$ cat config.mk
export PLATFORM = sky130hd
export DESIGN_NAME = stack_game_fsm
export DESIGN_NICKNAME = d
export VERILOG_FILES = /design/src/rtl/stack_game_fsm.sv
export SDC_FILE = /design/constraint.sdc
export NUM_CORES = 1
export LEC_CHECK = 0
export CAP_MARGIN = 40
export CELL_PAD_IN_SITES_DETAIL_PLACEMENT = 0
export CELL_PAD_IN_SITES_GLOBAL_PLACEMENT = 1
export CORE_AREA = 2 2 98 81
export DETAILED_ROUTE_END_ITERATION = 12
export DIE_AREA = 0 0 100 83
export MAX_ROUTING_LAYER = met4
export PLACE_DENSITY_LB_ADDON = 0.1
export SYNTH_ARGS = -nofsm -noshare
export SYNTH_HDL_FRONTEND = slang
export SYNTH_SLANG_ARGS = --single-unit
$ cat constraint.sdc
create_clock -name clk -period 6.6 [get_ports clk]
set_input_delay 0.99 -clock clk [delete_from_list [all_inputs] [get_ports clk]]
set_output_delay 0.99 -clock clk [all_outputs]
set_load 0.02 [all_outputs]
$ cat src/rtl/stack_game_fsm.sv
// Gameplay controller for the block-stacking game: owns row/score/chances/level,
// generates the level-dependent shift tick, and handles pause, win and lose.
module stack_game_fsm #(
    parameter int NUM_ROWS       = 16,
    parameter int MAX_CHANCES    = 3,
    parameter int SCORE_W        = 8,
    parameter int BASE_PERIOD    = 8,
    parameter int PERIOD_STEP    = 1,
    parameter int MIN_PERIOD     = 2,
    parameter int ROWS_PER_LEVEL = 4,
    localparam int RW = (NUM_ROWS > 1) ? $clog2(NUM_ROWS) : 1,
    localparam int CW = $clog2(MAX_CHANCES + 1)
) (
    input  logic               clk,
    input  logic               reset,
    input  logic               key_place,
    input  logic               key_pause,
    input  logic               overlap_ok,
    output logic               load,
    output logic               shift_en,
    output logic               save_x,
    output logic [RW-1:0]      row,
    output logic [SCORE_W-1:0] score,
    output logic [CW-1:0]      chances,
    output logic [3:0]         level,
    output logic [1:0]         game_status
);

    localparam int PMAX = (BASE_PERIOD > MIN_PERIOD) ? BASE_PERIOD : MIN_PERIOD;
    localparam int TW   = $clog2(PMAX + 1);

    typedef enum logic [3:0] {
        S_START, S_PREP, S_RUN, S_PAUSED, S_JUDGE, S_SUCCESS, S_FAIL, S_WIN, S_LOSE
    } state_t;

    state_t             state_q, state_d;
    logic [RW-1:0]      row_q, row_d;
    logic [SCORE_W-1:0] score_q, score_d;
    logic [CW-1:0]      chances_q, chances_d;
    logic [3:0]         level_q, level_d;
    logic [TW-1:0]      tick_q, tick_d;
    logic               place_q, pause_q, press_q, pause_t_q;
    logic [TW-1:0]      period;
    int                 p_raw;

    always_ff @(posedge clk) begin
        if (reset) begin
            state_q   <= S_START;
            row_q     <= '0;
            score_q   <= '0;
            chances_q <= CW'(MAX_CHANCES);
            level_q   <= '0;
            tick_q    <= '0;
            place_q   <= 1'b0;
            pause_q   <= 1'b0;
            press_q   <= 1'b0;
            pause_t_q <= 1'b0;
        end else begin
            state_q   <= state_d;
            row_q     <= row_d;
            score_q   <= score_d;
            chances_q <= chances_d;
            level_q   <= level_d;
            tick_q    <= tick_d;
            place_q   <= key_place;
            pause_q   <= key_pause;
            press_q   <= key_place & ~place_q;
            pause_t_q <= key_pause & ~pause_q;
        end
    end

    // Shift period shrinks with level down to the floor.
    always_comb begin
        p_raw = BASE_PERIOD - int'(level_q) * PERIOD_STEP;
        if (p_raw < MIN_PERIOD) p_raw = MIN_PERIOD;
        period = TW'(p_raw);
    end

    always_comb begin
        state_d     = state_q;
        row_d       = row_q;
        score_d     = score_q;
        chances_d   = chances_q;
        level_d     = level_q;
        tick_d      = tick_q;
        load        = 1'b0;
        shift_en    = 1'b0;
        save_x      = 1'b0;
        game_status = 2'b01;
        case (state_q)
            S_START: state_d = S_PREP;
            S_PREP: begin
                load    = 1'b1;
                tick_d  = '0;
                state_d = S_RUN;
            end
            S_RUN: begin
                // tick counts 1..P; the pulse fires on the cycle it reaches P
                shift_en = (tick_q >= period);
                tick_d   = shift_en ? TW'(1) : tick_q + 1'b1;
                if (press_q)        state_d = (row_q == '0) ? S_SUCCESS : S_JUDGE;
                else if (pause_t_q) state_d = S_PAUSED;
            end
            S_PAUSED: begin
                game_status = 2'b00;
                if (pause_t_q) state_d = S_RUN;
            end
            S_JUDGE: state_d = overlap_ok ? S_SUCCESS : S_FAIL;
            S_SUCCESS: begin
                save_x = 1'b1;
                if (score_q != '1) score_d = score_q + 1'b1;
                if (row_q == RW'(NUM_ROWS - 1)) begin
                    state_d = S_WIN;
                end else begin
                    row_d = row_q + 1'b1;
                    if (((int'(row_q) + 1) % ROWS_PER_LEVEL == 0) && (level_q != 4'hf))
                        level_d = level_q + 4'd1;
                    state_d = S_PREP;
                end
            end
            S_FAIL: begin
                if (chances_q <= CW'(1)) begin
                    chances_d = '0;
                    state_d   = S_LOSE;
                end else begin
                    chances_d = chances_q - 1'b1;
                    state_d   = S_PREP;
                end
            end
            S_WIN, S_LOSE: begin
                game_status = (state_q == S_WIN) ? 2'b11 : 2'b10;
                if (press_q) begin
                    state_d   = S_START;
                    row_d     = '0;
                    score_d   = '0;
                    level_d   = '0;
                    chances_d = CW'(MAX_CHANCES);
                end
            end
            default: state_d = S_START;
        endcase
    end

    assign row     = row_q;
    assign score   = score_q;
    assign chances = chances_q;
    assign level   = level_q;

endmodule

### Word-level counts from Yosys, hierarchy flattened

Cells that the tools add are included.

* muxes and demuxes: 28
* equality and inequality tests: 17
* add/sub/neg operators: 7
* bitwise logic cells: 5
* magnitude comparators: 3
* reductions and logical operators: 14

Operators by type and width (number)
* $mux 4: 10
* $logic_not 32->1: 1
* $pmux 4 s8: 1
* $pmux 4 s2: 3
* $eq 4x3->1 const B: 4
* $mux 8: 2
* $pmux 8 s2: 1
* $add 4x1->4 const B: 3
* $ne 2x2->1 const B: 5
* $reduce_and 3->1: 3
* $add 8x1->8 const B: 1
* $eq 4x2->1 const B: 2
* $eq 4x4->1 const B: 2
* $logic_not 4->1: 2
* $ne 8x8->1 const B: 1
* $pmux 2 s2: 2
* $mux 2: 3
* $reduce_bool 2->1: 3
* $lt 5x3->1 const B: 1
* $mux 1: 5
* $sub 4x4->5 const A: 1
* $eq 4x1->1 const B: 1
* $ge 4x4->1: 1
* $ne 4x4->1 const B: 1
* 12 further kinds: 15

* register bits after elaboration: 30
* logic and storage cells: 84
* output and inout port bits: 23
* bits of input ports: 5

### Logic depth before layout (Yosys ltp)

Gate-level depths: netlist of run 1.

* depth after elaboration: 8
* depth in mapped cells: 13
* mapped depth without buffers: 12

### Worst setup path after synthesis of run 1

Ideal clock, no wire load.

* kind: reg2out
* start: register level_q[0], in the netlist level[0]
* end: output port shift_en
* setup slack: 3.326 ns
* arrival time: 2.284 ns
* required time: 5.610 ns
* cell stages (with the launch flop): 13
* buffers on the path: 1
* cell sequence: dfxtp_1 -> inv_1 -> ha_1 -> clkbuf_1 -> a21oi_1 -> nor2_1 -> a21oi_1 -> nor2_1 -> ha_1 -> nand2b_1 -> a2111o_1 -> nand2_1 -> nor2_1

* longest elaborated chain between the ends: 5

RTL lines
* start, declared: line 40 `logic [3:0] level_q, level_d;`
* start signal, assigned: line 63 `level_q <= level_d;`
* $sub 4x4->5 (*): line 74 `p_raw = BASE_PERIOD - int'(level_q) * PERIOD_STEP;`
* $lt 5x3->1: line 75 `if (p_raw < MIN_PERIOD) p_raw = MIN_PERIOD;`
* $mux 4 (*): line 75
* $ge 4x4->1 (*): line 99 `shift_en = (tick_q >= period);`
* $mux 1 (*): line 90 `case (state_q)`
* end, declared: line 20 `output logic shift_en,`

Every way passes the cells marked *; elsewhere a longest branch is shown, timed or not.

### Worst setup path in the final report of run 1

Same ends and word-level chain as after synthesis.

==> results.cfg, run 1 <==
[cts]
clk_pin_slew_worst_paths_ns = 0.07
cts_hold_buf = 0
clkLatencyLatePin_ns = 0.29
post_cts_resized = 0
clockRootBuffer = clkbuf_8
cts_sinks = 30
htreeDepth = 2
post-cts-setup-buffer-count = 0
cts_buffers = 5
cts_tree = yes
clockBufferDepth = 2

[power]
leakagePower_nw = 0.730
p_clk_frac = 0.363
switching_power_mw = 0.136
power_density_nw_per_um2 = 197
p_comb_frac = 0.158
cell_internal_pwr_mw = 0.305
pwr-share-seq = 0.479
ir_worst_vdd_v = 0.0000573
p_sw_frac = 0.308
power_mw = 0.441

[final_layout]
nNetsFinal = 269
synthToLayoutAreaGrowth_pct = 23.9
final_common_cell = dfxtp_1
final_cell_mix = dfxtp_1 (30), clkdlybuf4s50_1 (27), nor2_1 (25)
diodes = 0
stdcell_count = 345
drive_gt1_frac = 0.0667

[logic_synthesis]
ys_seq_area_frac = 0.333
synthCells = 231
syn_avg_cell_area_um2 = 7.81
synthFlopType = dfxtp_1
synthArstFlopShare = 0
synth-seq-cells = 30
synthDistinctLibCells = 49
synth_nets = 246
yosys_warnings = 0
synth-edff-count = 0
netlist_area_um2 = 1800

[route]
wl_met2_um = 2080
top_layer = met4
vias = 1711
first_pass_iters = 4
wl_met3_um = 165
drc = 0
viasPerCell = 4.96
ant_nets = 0
wire_per_inst_um = 14.2
routed_wl_um = 4900
wl_met1_um = 2590
drtIter0Drc = 52

[global_route]
grt-ovfl-total = 0
grtUsageTotal = 0.128
grt_max_degree = 31
grt_pass1_wl_um = 8330
grt_pass1_vias = 1639
antenna_found_initial = 0

[critical_path]
crit_type = reg2out
crit_arrival_ns = 3.01
crit_required_ns = 5.61
end_kind = output port
worstPathMaxFanout = 7
startpoint_type = flop
reg2reg_slack_ns = 3.80

[floorplanning]
coreArea_um2 = 7290
io_pins = 28
dieArea_um2 = 8300
initial_core_util = 0.248
num_rows = 28
die_y_um = 83
die_w_um = 100

[job]
drv_cap = 0

[placement]
hpwl_um = 3420
place_congestion = 0.711
dp_cells = 337
portBuffers = 27

[timing]
skew_ns = 0.00459
hold_violations = 0
slew-limit-headroom = 0.604
setup_tns_ns = 0
worstMarginPinSlew_ns = 0.593
rsz0062_at_grt = false
finalSetupViolCount = 0
drv_slew = 0
finalCritPeriodShare = 0.606
fmax_mhz = 250
post-route-min-period_ns = 4.00

[hold_path]
hp-class = reg2reg

[outcome]
status = completed
[path summary, 6_finish.rpt]
kind | start | to | cells past startpoint
worst min register to register | place_q$_SDFF_PP0_ | press_q$_SDFF_PP0_ | 1
worst max-delay path | level[0]$_SDFFE_PP0P_ | shift_en | 12
worst max register to register | level[0]$_SDFFE_PP0P_ | tick_q[2]$_SDFFE_PP0P_ | 12
worst min-delay path | place_q$_SDFF_PP0_ | press_q$_SDFF_PP0_ | 1
[routing by layer]
metal,track usage,up-vias
met5,-,-
met4,0.0411,0
met3,0.0261,8
met2,0.178,26
met1,0.184,787
li1,-,890
[through the flow]
step / worst slack (ns) / instance area (um^2) / util / hold WS (ns)
2_1_floorplan: 3.33 / 1800 / - / 0.367
3_3_place_gp: 2.93 / 2140 / 0.293 / 0.371
3_5_place_dp: 2.91 / 2140 / 0.294 / 0.377
4_1_cts: 2.59 / 2240 / 0.307 / 0.388
5_1_grt: 2.39 / 2240 / 0.307 / 0.405
6_report: 2.60 / 2240 / 0.307 / 0.386
[power by group through the flow]
| stage | Combinational (mW) | Clock (mW) | Sequential [mW] |
|---|---|---|---|
| after floorplan | 0.0681 | 0 | 0.197 |
| after global placement | 0.0717 | 0 | 0.216 |
| after detailed placement | 0.0712 | 0 | 0.215 |
| after CTS | 0.0714 | 0.167 | 0.211 |
| after global routing | 0.0804 | 0.176 | 0.214 |
| final | 0.0698 | 0.160 | 0.211 |
[Yosys cell counts (2+ instances only)]
cell       n  area share
a21o_1     2      0.0083
a21oi_1   23       0.064
a31oi_1    3       0.010
a32o_1     2       0.011
a41oi_1    3       0.015
buf_2      2      0.0055
clkbuf_1   9       0.019
dfxtp_1   30        0.33
ha_1      10       0.069
inv_1     10       0.021
nand2_1   21       0.044
nand2b_1   4       0.014
nand3_1   13       0.036
nand3b_1   3       0.012
nand4_1    3       0.010
nor2_1    25       0.052
nor2b_1    7       0.024
nor3_1     9       0.025
nor3b_1    2      0.0083
nor4b_1    2      0.0097
o21a_1     2      0.0083
o21ai_0    9       0.025
o31ai_1    2      0.0083
o32ai_1    3       0.015
or3_1      6       0.021
xnor2_1    3       0.015
[critical path, stage by stage, from the launching register on]
cell and delay [ns]:
dfxtp_1 0.43, inv_1 0.12, ha_1 0.34, a21oi_1 0.13
nor2_1 0.05, a21oi_1 0.12, nor2_1 0.05, ha_1 0.26
nand2b_1 0.14, a2111o_1 0.42, nand2_1 0.08, nor2_1 0.05
clkdlybuf4s50_1 0.53
[cell families after synthesis]
kind of cell	synth area share
DFF	0.333
adders and majority gates	0.0693
xor gates and xnor gates	0.0146
buffers and inverters	0.0534
AOI/OAI and AO/OA	0.226
and+or+nand+nor	0.298
muxes	0.00624
[sequential cells by signal, indices dropped and copies added (netlist names)]
| signal | cells |
|---|---|
| score | 8 |
| level | 4 |
| row | 4 |
| state_q | 4 |
| tick_q | 4 |
| chances | 2 |
| pause_q | 1 |
| pause_t_q | 1 |
| place_q | 1 |
| press_q | 1 |
[area by class of cell]
| cell class | count | area [um^2] |
|---|---|---|
| clock buffers | 6 | 82.6 |
| clock inverters | 2 | 12.5 |
| fillers | 816 | 5050 |
| inverters | 10 | 37.5 |
| multi-input cells | 178 | 1110 |
| flip-flops and latches | 30 | 601 |
| well taps | 90 | 113 |
| repair buffers | 29 | 283 |
No activity file was read; power rests on OpenSTA's default activity.
==> run 2, diff against run 1 <==
==> constraint.sdc (replaced) <==
create_clock -name clk -period 3.58 [get_ports clk]
set_input_delay 0.537 -clock clk [delete_from_list [all_inputs] [get_ports clk]]
set_output_delay 0.537 -clock clk [all_outputs]
set_load 0.02 [all_outputs]
==> results.cfg, run 2 (synthesized netlist as in run 1, its figures left out) <==
[power]
p_clk_frac = 0.361
power_density_nw_per_um2 = 363
switching_power_mw = 0.255
p_comb_frac = 0.188
p_sw_frac = 0.309
cell_internal_pwr_mw = 0.571
ir_worst_vdd_v = 0.000121
leakagePower_nw = 0.776
pwr-share-seq = 0.452

[floorplanning]
die_y_um = 83
io_pins = 28
coreArea_um2 = 7290
initial_core_util = 0.248
num_rows = 28
dieArea_um2 = 8300
die_w_um = 100

[cts]
clk_pin_slew_worst_paths_ns = 0.07
htreeDepth = 2
post-cts-setup-buffer-count = 0
cts_tree = yes
clockBufferDepth = 2
clkLatencyLatePin_ns = 0.29
cts_sinks = 30
cts_buffers = 5
clockRootBuffer = clkbuf_8

[critical_path]
crit_arrival_ns = 2.58
crit_type = reg2out
reg2reg_slack_ns = 0.92
ff2ff_path_depth = 12
crit_start = level[0]$_SDFFE_PP0P_
r2r-end = tick_q[2]$_SDFFE_PP0P_
rr_startpoint = level[0]$_SDFFE_PP0P_
crit_required_ns = 3.04
startpoint_type = flop
crit_end = shift_en
worstPathMaxFanout = 7
end_kind = output port

[final_layout]
stdcell_count = 350
drive_gt1_frac = 0.0923
final_area_um2 = 2280
final_common_cell = dfxtp_1
largest_register_ffs = 8
final_cell_mix = dfxtp_1 (28), clkdlybuf4s50_1 (26), nor2_1 (25)
nNetsFinal = 274
synthToLayoutAreaGrowth_pct = 26.3
diodes = 0

[timing]
slew-limit-headroom = 0.555
setup_tns_ns = 0
skew_ns = 0.00662
rsz0062_at_grt = false
drv_slew = 0
finalSetupViolCount = 0
post-route-min-period_ns = 3.11
worstMarginPinSlew_ns = 0.659
finalCritPeriodShare = 0.870
timing.hold.ws_ns = 0.391
hold_violations = 0
fmax_mhz = 321

[job]
drv_cap = 0

[global_route]
antenna_found_initial = 0
grt_pass1_wl_um = 8310
grtUsageTotal = 0.130
grt-ovfl-total = 0
grt_max_degree = 17
grt_pass1_vias = 1599

[hold_path]
hp-class = reg2reg
holdCritStartpoint = place_q$_SDFF_PP0_

[route]
routed_wl_um = 4910
drtIter0Drc = 105
ant_nets = 0
vias = 1748
viasPerCell = 4.99
drc = 0
wire_per_inst_um = 14.0
first_pass_iters = 4

[placement]
dp_cells = 342
placed_cell_area_um2 = 2180
place_congestion = 0.713
hpwl_um = 3490
portBuffers = 27

[outcome]
status = completed
run 2: cell types whose count changed in the layout (fill, tap and decap cells not counted):
cell             previous run  this run
buf_4                       1         6
dfxtp_2                     0         2
clkdlybuf4s50_1            27        26
dlymetal6s2s_1              0         1
dfxtp_1                    30        28
run 2: worst min path at each step:
stage,to,slack (ns),depth (start not counted)
after global routing,press_q$_SDFF_PP0_,0.40,1
final,press_q$_SDFF_PP0_,0.39,1
after global placement,press_q$_SDFF_PP0_,0.37,1
after CTS,press_q$_SDFF_PP0_,0.39,1
after detailed placement,press_q$_SDFF_PP0_,0.38,1
after floorplan,pause_t_q$_SDFF_PP0_,0.37,1
run 2: final cells by class:
cell class | count | area (um^2)
clock buffer | 6 | 82.6
clock inverter | 2 | 12.5
fill | 807 | 5010
inverter | 10 | 37.5
multi-input combinational | 178 | 1110
sequential | 30 | 603
tap | 90 | 113
timing repair buffer | 34 | 323
run 2: worst max-delay path, cell delays in order (launching register included):
cell and delay, ns:
dfxtp_2 0.38, inv_1 0.09, ha_1 0.29, a21oi_1 0.17, nor2_1 0.05, a21oi_1 0.12
nor2_1 0.05, ha_1 0.26, nand2b_1 0.13, a2111o_1 0.42, nand2_1 0.09, nor2_1 0.04
dlymetal6s2s_1 0.20
run 2: power by group through the flow:
stage	clock network, mW	logic (mW)	registers (mW)
after global routing	0.321	0.175	0.377
after CTS	0.309	0.158	0.374
after floorplan	0	0.126	0.364
final	0.298	0.155	0.373
after detailed placement	0	0.157	0.381
after global placement	0	0.159	0.382
run 2: routing by layer:
layer | vias to the layer above | track usage | wire length, um
li1 | 895 | - | -
met1 | 820 | 0.194 | 2690
met2 | 25 | 0.169 | 1990
met3 | 8 | 0.0286 | 150
met4 | 0 | 0.0448 | 78
met5 | - | - | 0
run 2: metrics by stage:
step	worst slack [ns]	util	power, mW
3_3_place_gp	0.378	0.298	0.541
6_report	0.467	0.313	0.826
5_1_grt	0.263	0.313	0.874
3_5_place_dp	0.361	0.299	0.538
2_1_floorplan	0.759	-	0.489
4_1_cts	0.0341	0.312	0.841
run 2: repair_timing:
item	in CTS	in global routing
setup endpoints to repair	0	1
hold buffers	0	0
resized for setup	0	3
==> run 3, diff against run 2 <==
--- a/config.mk
+++ b/config.mk
@@ -11,8 +11,10 @@
 export CORE_AREA = 2 2 98 81
 export DETAILED_ROUTE_END_ITERATION = 12
 export DIE_AREA = 0 0 100 83
+export DONT_BUFFER_PORTS = 1
 export MAX_ROUTING_LAYER = met4
 export PLACE_DENSITY_LB_ADDON = 0.1
+export SETUP_SLACK_MARGIN = 0.02
 export SYNTH_ARGS = -nofsm -noshare
 export SYNTH_HDL_FRONTEND = slang
 export SYNTH_SLANG_ARGS = --single-unit
==> results.cfg, run 3 (synthesized netlist as in run 1, its figures left out) <==
[power]
p_comb_frac = 0.158
power_mw = 0.797
cell_internal_pwr_mw = 0.554
pwr-share-seq = 0.473
switching_power_mw = 0.244
ir_worst_vdd_v = 0.000113
leakagePower_nw = 0.649
power_density_nw_per_um2 = 402
p_sw_frac = 0.305
p_clk_frac = 0.368

[cts]
clkLatencyLatePin_ns = 0.28
post_cts_resized = 0
clk_pin_slew_worst_paths_ns = 0.07
htreeDepth = 2
clockRootBuffer = clkbuf_8
cts_sinks = 30
cts_tree = yes
cts_hold_buf = 0
post-cts-setup-buffer-count = 0
cts_buffers = 5
clockBufferDepth = 2

[timing]
slew-limit-headroom = 0.581
rsz0062_at_grt = false
fmax_mhz = 310
drv_slew = 0
setup_tns_ns = 0
skew_ns = 0.00622
post-route-min-period_ns = 3.22
fin_ws_ns = 0.355
finalSetupViolCount = 0
finalCritPeriodShare = 0.901
worstMarginPinSlew_ns = 0.620
hold_violations = 0

[placement]
dpl_worst_slack_ns = 0.651
hpwl_um = 3400
place_congestion = 0.757
portBuffers = 0

[global_route]
grt_pass1_wl_um = 8390
grtUsageTotal = 0.127
grt_pass1_vias = 1636
antenna_found_initial = 0
grt-ovfl-total = 0
grt_max_degree = 31

[critical_path]
crit_top_cell = nor2_1
crit_start = level[0]$_SDFFE_PP0P_
worstPathCellList = inv_1 -> ha_1 -> a21oi_1 -> nor2_1 -> a21oi_1 -> nor2_1 -> ha_1 -> nand2b_1 -> a2111o_1 -> nand2_1 -> nor2_1
rr_startpoint = level[0]$_SDFFE_PP0P_
crit_arrival_ns = 2.69
critPathBufInv = 1
end_kind = output port
worst_path_largest_cell_delay_ns = 0.55
startpoint_type = flop
crit_type = reg2out
crit_required_ns = 3.04
worstPathMaxFanout = 7
ff2ff_path_depth = 12
cp.depth = 11
crit_family = compound AO/OA/AOI/OAI gates
crit_path_top_delay_cell = dfxtp_1

[floorplanning]
initial_core_util = 0.248
dieArea_um2 = 8300
die_w_um = 100
num_rows = 28
die_y_um = 83
coreArea_um2 = 7290
io_pins = 28

[route]
vias = 1609
routed_wl_um = 4820
first_pass_iters = 4
wire_per_inst_um = 15.0
ant_nets = 0
viasPerCell = 5.01
drc = 0
drtIter0Drc = 101

[final_layout]
diodes = 0
drive_gt1_frac = 0.0866
final_cell_mix = dfxtp_1 (30), nor2_1 (25), a21oi_1 (23)
largest_register_ffs = 8
final_common_cell = dfxtp_1
synthToLayoutAreaGrowth_pct = 10.1
nNetsFinal = 245

[outcome]
status = completed

[hold_path]
worstHoldPathCells = 1
holdCritStartpoint = reset
hp-class = in2reg

[job]
drv_cap = 0
-- run 3: changes by cell type in the layout (fill, tap and decap cells not counted) --
cell and change:
clkdlybuf4s50_1 -26, dfxtp_2 -2, dfxtp_1 +2, buf_4 -3, dlymetal6s2s_1 -1, buf_2 +1
-- run 3: power by group through the flow --
stage / logic, mW / registers, mW / clock network, mW
final: 0.126 / 0.378 / 0.294
after global routing: 0.145 / 0.381 / 0.324
after CTS: 0.129 / 0.378 / 0.307
after detailed placement: 0.128 / 0.385 / 0
after global placement: 0.127 / 0.386 / 0
after floorplan: 0.126 / 0.364 / 0
-- run 3: area by class of cell --
class,instances,area (um^2)
Clock inverter,2,12.5
Clock buffer,6,82.6
Fill cell,822,5300
Inverter,10,37.5
Timing Repair Buffer,5,32.5
Multi-Input combinational cell,178,1110
Sequential cell,30,601
Tap cell,90,113
-- run 3: routing by layer --
metal	vias to the layer above	wire (um)	GRT usage
li1	835	-	-
met1	743	2540	0.179
met2	31	2030	0.176
met3	0	256	0.0404
met4	0	0	0.0262
met5	-	0	-
-- run 3: stage by stage --
step           hold slack [ns]   util  cells  area, um^2
6_report                 0.325  0.272    321        1990
5_1_grt                  0.303  0.272    321        1990
4_1_cts                  0.306  0.272    321        1990
3_5_place_dp             0.376  0.259    313        1890
3_3_place_gp             0.375  0.258    311        1880
2_1_floorplan            0.367      -    231        1800
-- run 3: path summary, 6_finish.rpt --
check                            to  slack [ns]
max                        shift_en        0.36
min reg2reg    pause_t_q$_SDFF_PP0_        0.38
min           score[5]$_SDFFE_PP0P_        0.32
max reg2reg  tick_q[2]$_SDFFE_PP0P_        0.65
